**config.mk**
```make
export PLATFORM = sky130hd
export DESIGN_NAME = axi_rd_arbiter
export DESIGN_NICKNAME = d
export VERILOG_FILES = /design/src/rtl/axi_rd_arbiter.sv
export SDC_FILE = /design/constraint.sdc
export NUM_CORES = 1
export LEC_CHECK = 0
export CORE_ASPECT_RATIO = 0.7
export CORE_MARGIN = 2
export CORE_UTILIZATION = 31
export CTS_CLUSTER_DIAMETER = 50
export DETAILED_ROUTE_END_ITERATION = 12
export PLACE_DENSITY = 0.82
export RECOVER_POWER = 50
export SLEW_MARGIN = 20
export SYNTH_ARGS = -nofsm -noshare
export SYNTH_HDL_FRONTEND = slang
export SYNTH_SLANG_ARGS = --single-unit
```
**constraint.sdc**
```tcl
create_clock -name clk -period 1.7 [get_ports clk]
set_clock_uncertainty 0.2 [all_clocks]
set_input_delay 0.17 -clock clk [delete_from_list [all_inputs] [get_ports clk]]
set_output_delay 0.17 -clock clk [all_outputs]
set_load 0.01 [all_outputs]
```
**src/rtl/axi_rd_arbiter.sv**
```systemverilog
// Two-port AXI read arbiter: DCache (port 0) and ICache (port 1) share one
// AR/R master port, round-robin, one outstanding burst, grant held per burst.
module axi_rd_arbiter #(
    parameter int ADDR_WIDTH = 32,
    parameter int DATA_WIDTH = 32,
    parameter int ID_WIDTH   = 4
) (
    input  logic                       clk,
    input  logic                       rst_n,
    input  logic [1:0]                 s_arvalid,
    output logic [1:0]                 s_arready,
    input  logic [1:0][ADDR_WIDTH-1:0] s_araddr,
    input  logic [1:0][7:0]            s_arlen,
    input  logic [1:0][2:0]            s_arsize,
    input  logic [1:0][1:0]            s_arburst,
    output logic [1:0]                 s_rvalid,
    input  logic [1:0]                 s_rready,
    output logic [DATA_WIDTH-1:0]      s_rdata,
    output logic [1:0]                 s_rresp,
    output logic                       s_rlast,
    output logic [ID_WIDTH-1:0]        m_arid,
    output logic [ADDR_WIDTH-1:0]      m_araddr,
    output logic [7:0]                 m_arlen,
    output logic [2:0]                 m_arsize,
    output logic [1:0]                 m_arburst,
    output logic                       m_arvalid,
    input  logic                       m_arready,
    input  logic [ID_WIDTH-1:0]        m_rid,
    input  logic [DATA_WIDTH-1:0]      m_rdata,
    input  logic [1:0]                 m_rresp,
    input  logic                       m_rlast,
    input  logic                       m_rvalid,
    output logic                       m_rready,
    output logic                       busy,
    output logic                       proto_err
);

    localparam logic [1:0] IDLE = 2'd0;
    localparam logic [1:0] ADDR = 2'd1;
    localparam logic [1:0] DATA = 2'd2;

    logic [1:0] state_q;
    logic       grant_q;
    logic       rr_last_q;
    logic [8:0] beat_cnt;
    logic       grant_d;
    logic       ar_take;
    logic       in_data;
    logic       beat;
    logic [8:0] len9;
    logic       unused_rid;

    assign unused_rid = ^m_rid;

    // Contention goes to the port that did not win last; a lone requester always wins.
    assign grant_d = s_arvalid[1] & (~s_arvalid[0] | ~rr_last_q);
    assign ar_take = (state_q == IDLE) & (|s_arvalid);
    assign in_data = (state_q == DATA);
    assign len9    = {1'b0, m_arlen};

    assign s_arready = ar_take ? (2'b01 << grant_d) : 2'b00;
    assign m_arvalid = (state_q == ADDR);
    assign m_arid    = {{(ID_WIDTH-1){1'b0}}, grant_q};
    assign busy      = (state_q != IDLE);

    // R path is combinational but forced to zero outside DATA.
    assign m_rready = in_data & s_rready[grant_q];
    assign s_rvalid = (in_data & m_rvalid) ? (2'b01 << grant_q) : 2'b00;
    assign s_rdata  = in_data ? m_rdata : '0;
    assign s_rresp  = in_data ? m_rresp : 2'b00;
    assign s_rlast  = in_data & m_rlast;
    assign beat     = in_data & m_rvalid & m_rready;

    always_ff @(posedge clk or negedge rst_n) begin
        if (!rst_n) begin
            state_q   <= IDLE;
            grant_q   <= 1'b0;
            rr_last_q <= 1'b1;
            beat_cnt  <= 9'd0;
            proto_err <= 1'b0;
            m_araddr  <= '0;
            m_arlen   <= 8'd0;
            m_arsize  <= 3'd0;
            m_arburst <= 2'd0;
        end else begin
            case (state_q)
                IDLE: begin
                    if (ar_take) begin
                        grant_q   <= grant_d;
                        m_araddr  <= s_araddr[grant_d];
                        m_arlen   <= s_arlen[grant_d];
                        m_arsize  <= s_arsize[grant_d];
                        m_arburst <= s_arburst[grant_d];
                        state_q   <= ADDR;
                    end
                end
                ADDR: begin
                    if (m_arready) begin
                        beat_cnt <= 9'd0;
                        state_q  <= DATA;
                    end
                end
                DATA: begin
                    if (beat) begin
                        beat_cnt <= beat_cnt + 9'd1;
                        if (m_rlast) begin
                            state_q   <= IDLE;
                            rr_last_q <= grant_q;
                            if (beat_cnt != len9) proto_err <= 1'b1;
                        end else if (beat_cnt == len9) begin
                            proto_err <= 1'b1;
                        end
                    end
                end
                default: state_q <= IDLE;
            endcase
        end
    end

endmodule

```
==> impl_metrics.ini <==
[run_status]
outcome = finished, violations left
failed_checks = setup timing

[final_layout]
diodes = 0
num-nets-final = 668
drive_above_1_share_pct = 21.3
design_area_sq_um = 5880
final_util_pct = 63.8
final-instance-count-excl-fill = 659
areaGrowthSynthToFinish_pct = 97.4

[worst_setup_path]
startpoint_type = flop
worst_setup_path_end_kind = flop
criticalPathCategory = flop to flop
timing.critical_path.arrival_ns = 1.91
timing.critical_path.required_ns = 1.68
path_max_fanout = 5

[power_and_ir_drop]
share_seq_of_total_power_pct = 26.4
static_leak_uw = 0.00287
power_report.internal_total_uw = 6090
worst_ir_drop_vdd_v = 0.000900
power_density_nw_per_um2 = 1570
power_switching_share_pct = 33.9
switching_power_uw = 3120
pwr-share-comb_pct = 51.3
clkPwrFrac_pct = 22.3

[floorplan]
start_util_pct = 32.4
die_h_microns = 86.1
core_region_area_sq_um = 9220
die_width_microns = 121
die_ar_sq_um = 10400
row_count = 29
ioPinCount = 229

[timing]
worst_hold_check_slack_ns = 0.260
rsz0062_at_grt = true
slew_viol_final = 0
fin_crit_ns = 1.93
fin_crit_sh_pct = 114
actual_transition_at_the_worst_max_transition_pin_ns = 0.810
slew_headroom_pct = 46.0
post-route-worst-setup-slack_ns = -0.233
finalSetupViolations = 53
achievable-frequency_mhz = 517
final_hold_viol_count = 0

[global_routing]
via_count_of_the_first_global_routing_pass = 3248
grt_antenna_before_repair = 0
largest_net_degree_at_the_start_of_global_routing = 60
grt.overflow.total = 0
grt_first_pass_wirelength_microns = 16800
grt_util_all_layers_pct = 20.9

[clock_network]
cts-root-buf = sky130_fd_sc_hd__clkbuf_16
cts_tree = done
cts.htree.levels = 3
cts.sinks = 59
cts.path.max_buffers = 2
cts_made_buffers = 9
insertion_delay_ns = 0.32
path_clk_slew_ns = 0.05

[routing]
drt_pass1_iterations = 8
dr.first_iter.drc_count = 358
wl_per_cell_microns = 17.7
post_detailed_route_drc_marker_count = 0
vias = 3319
ant_nets = 0
routed_vias_inst = 5.04
route.final.wire_length_microns = 11700

[placed_design]
placement.cell_area_sq_um = 5440
hpwlAfterDp_microns = 8260
io_buffer_count = 221
dp_cells = 630
finalWeightedCongestion = 0.876
dp_slack_ns = -0.279

[synthesis]
seq_area_frac_synth_pct = 49.6
number_of_flops_mapped_to_enable_cells_by_yosys = 0
synth-main-ff-cell = sky130_fd_sc_hd__dfrtp_1
synthDominantAreaCellType = sky130_fd_sc_hd__dfrtp_1
asyncSetResetFlopFracSynth_pct = 100
synthesis.area_sq_um = 2980
yosys_top_cell_area_share_pct = 48.7
syn-mean-instance-area_sq_um = 10.4
flip_flop_and_latch_count_after_synthesis = 59
synth.top_cells.by_area = sky130_fd_sc_hd__dfrtp_1 49%, sky130_fd_sc_hd__a222oi_1 15%, sky130_fd_sc_hd__and2_1 7.8%, sky130_fd_sc_hd__inv_1 6.0%, sky130_fd_sc_hd__buf_6 1.9%
netlist-cell-type-count = 38
postSynthCellCount = 287
yosysWarningCount = 0

[hold_path]
holdCritPathClass = primary input to flop

[run]
max_cap_violations = 0
-- timing repair --
action / CTS / global route
endpoints found under the setup margin: 73 / 94
pin swaps: 11 / 14
hold buffers: 1 / 0
gates resized for setup: 193 / 22
cloned: 1 / 2
buffers inserted: 8 / 2
hold endpoints to repair: 59 / 0
-- cell usage after synthesis (all sizes together) (2+ instances only) --
cell    number
a21o         2
a21oi        2
a222oi      45
and2        37
and3         5
buf         17
clkbuf       7
dfrtp       58
inv         48
mux2i        5
nand2       10
nand2b       7
nand3        4
nand3b       2
nor2         4
nor2b        2
nor3         2
o21ai        4
o311ai       2
o41ai        2
xnor2        5
xor2         3
-- worst max-delay path, cell delays in order (launching register included) --
cell	delay [ns]
sky130_fd_sc_hd__dfrtp_2	0.45
sky130_fd_sc_hd__buf_6	0.13
sky130_fd_sc_hd__nand3b_1	0.23
sky130_fd_sc_hd__or2_4	0.32
sky130_fd_sc_hd__o311ai_2	0.31
sky130_fd_sc_hd__o41ai_2	0.15
-- power by group through the flow --
stage	clock (uW)	combinational [uW]	sequential (uW)
2_1_floorplan	0	1720	2610
3_3_place_gp	0	4350	2400
3_5_place_dp	0	4460	2430
4_1_cts	2100	4520	2430
5_1_grt	2180	5060	2510
6_report	2050	4720	2440
-- cell families (layout without fill, tap and decap cells) --
family	Yosys count	in the layout	share of synthesized area (%)
AOI/OAI and AO/OA	63	63	19.3
adders and majority gates	1	1	0.420
buffers and inverters	72	318	11.2
DFF	59	59	49.6
and+or+nand+nor	77	77	15.0
xor gates and xnor gates	8	8	2.35
other	1	3	0.126
muxes	6	6	2.06
-- per-layer routing --
| metal | part of all wire [%] | up-vias | GRT usage, % |
|---|---|---|---|
| met5 | 0 | - | 0 |
| met3 | 8.1 | 16 | 7.38 |
| met1 | 42 | 1621 | 25.8 |
| met2 | 49 | 156 | 35.4 |
| met4 | 1.1 | 0 | 4.70 |
| li1 | - | 1526 | - |
-- per-stage QoR --
step | total power, uW | setup TNS, ns
after floorplan | 4330 | 0
after global placement | 6750 | -15.51
after detailed placement | 6890 | -18.31
after CTS | 9060 | -3.70
after global routing | 9750 | -8.38
final | 9210 | -5.08
-- layout make-up --
| class | count | area [sq um] |
|---|---|---|
| sequential | 59 | 1480 |
| fill | 732 | 3330 |
| clock buffer | 11 | 243 |
| inverter | 48 | 180 |
| multi-input combinational | 158 | 1290 |
| clock inverter | 5 | 100 |
| timing repair buffer | 254 | 2430 |
| tap | 124 | 155 |
-- flip-flops by register name, summed over array words and instances (netlist names), 2 cells and up --
register and flops:
beat_cnt 9, m_araddr 32, m_arburst 2, m_arlen 8
m_arsize 3, state_q 2
-- cells in the final DEF, fill, tap and decap left out, types with 10 or more instances in the layout --
master / count
sky130_fd_sc_hd__and2_1: 34
sky130_fd_sc_hd__dfrtp_1: 57
sky130_fd_sc_hd__a222oi_1: 45
sky130_fd_sc_hd__buf_6: 13
sky130_fd_sc_hd__clkdlybuf4s50_1: 174
sky130_fd_sc_hd__inv_1: 47
sky130_fd_sc_hd__buf_4: 16
sky130_fd_sc_hd__nand2_1: 10
sky130_fd_sc_hd__buf_2: 37
sky130_fd_sc_hd__clkbuf_16: 11
-- path summary, 6_finish.rpt --
kind | from | to | slack [ns] | cells past startpoint
min in group asynchronous | rst_n | state_q[1] | 0.37 | 3
worst min-delay path | s_araddr[51] | m_araddr[19] | 0.26 | 3
worst max register to register | state_q[0] | beat_cnt[5] | -0.23 | 5
worst max-delay path | state_q[0] | beat_cnt[5] | -0.23 | 5
worst min register to register | proto_err | proto_err | 0.28 | 2
max in group asynchronous | rst_n | state_q[0] | 0.38 | 3
Power figures use the tool's default switching activity.
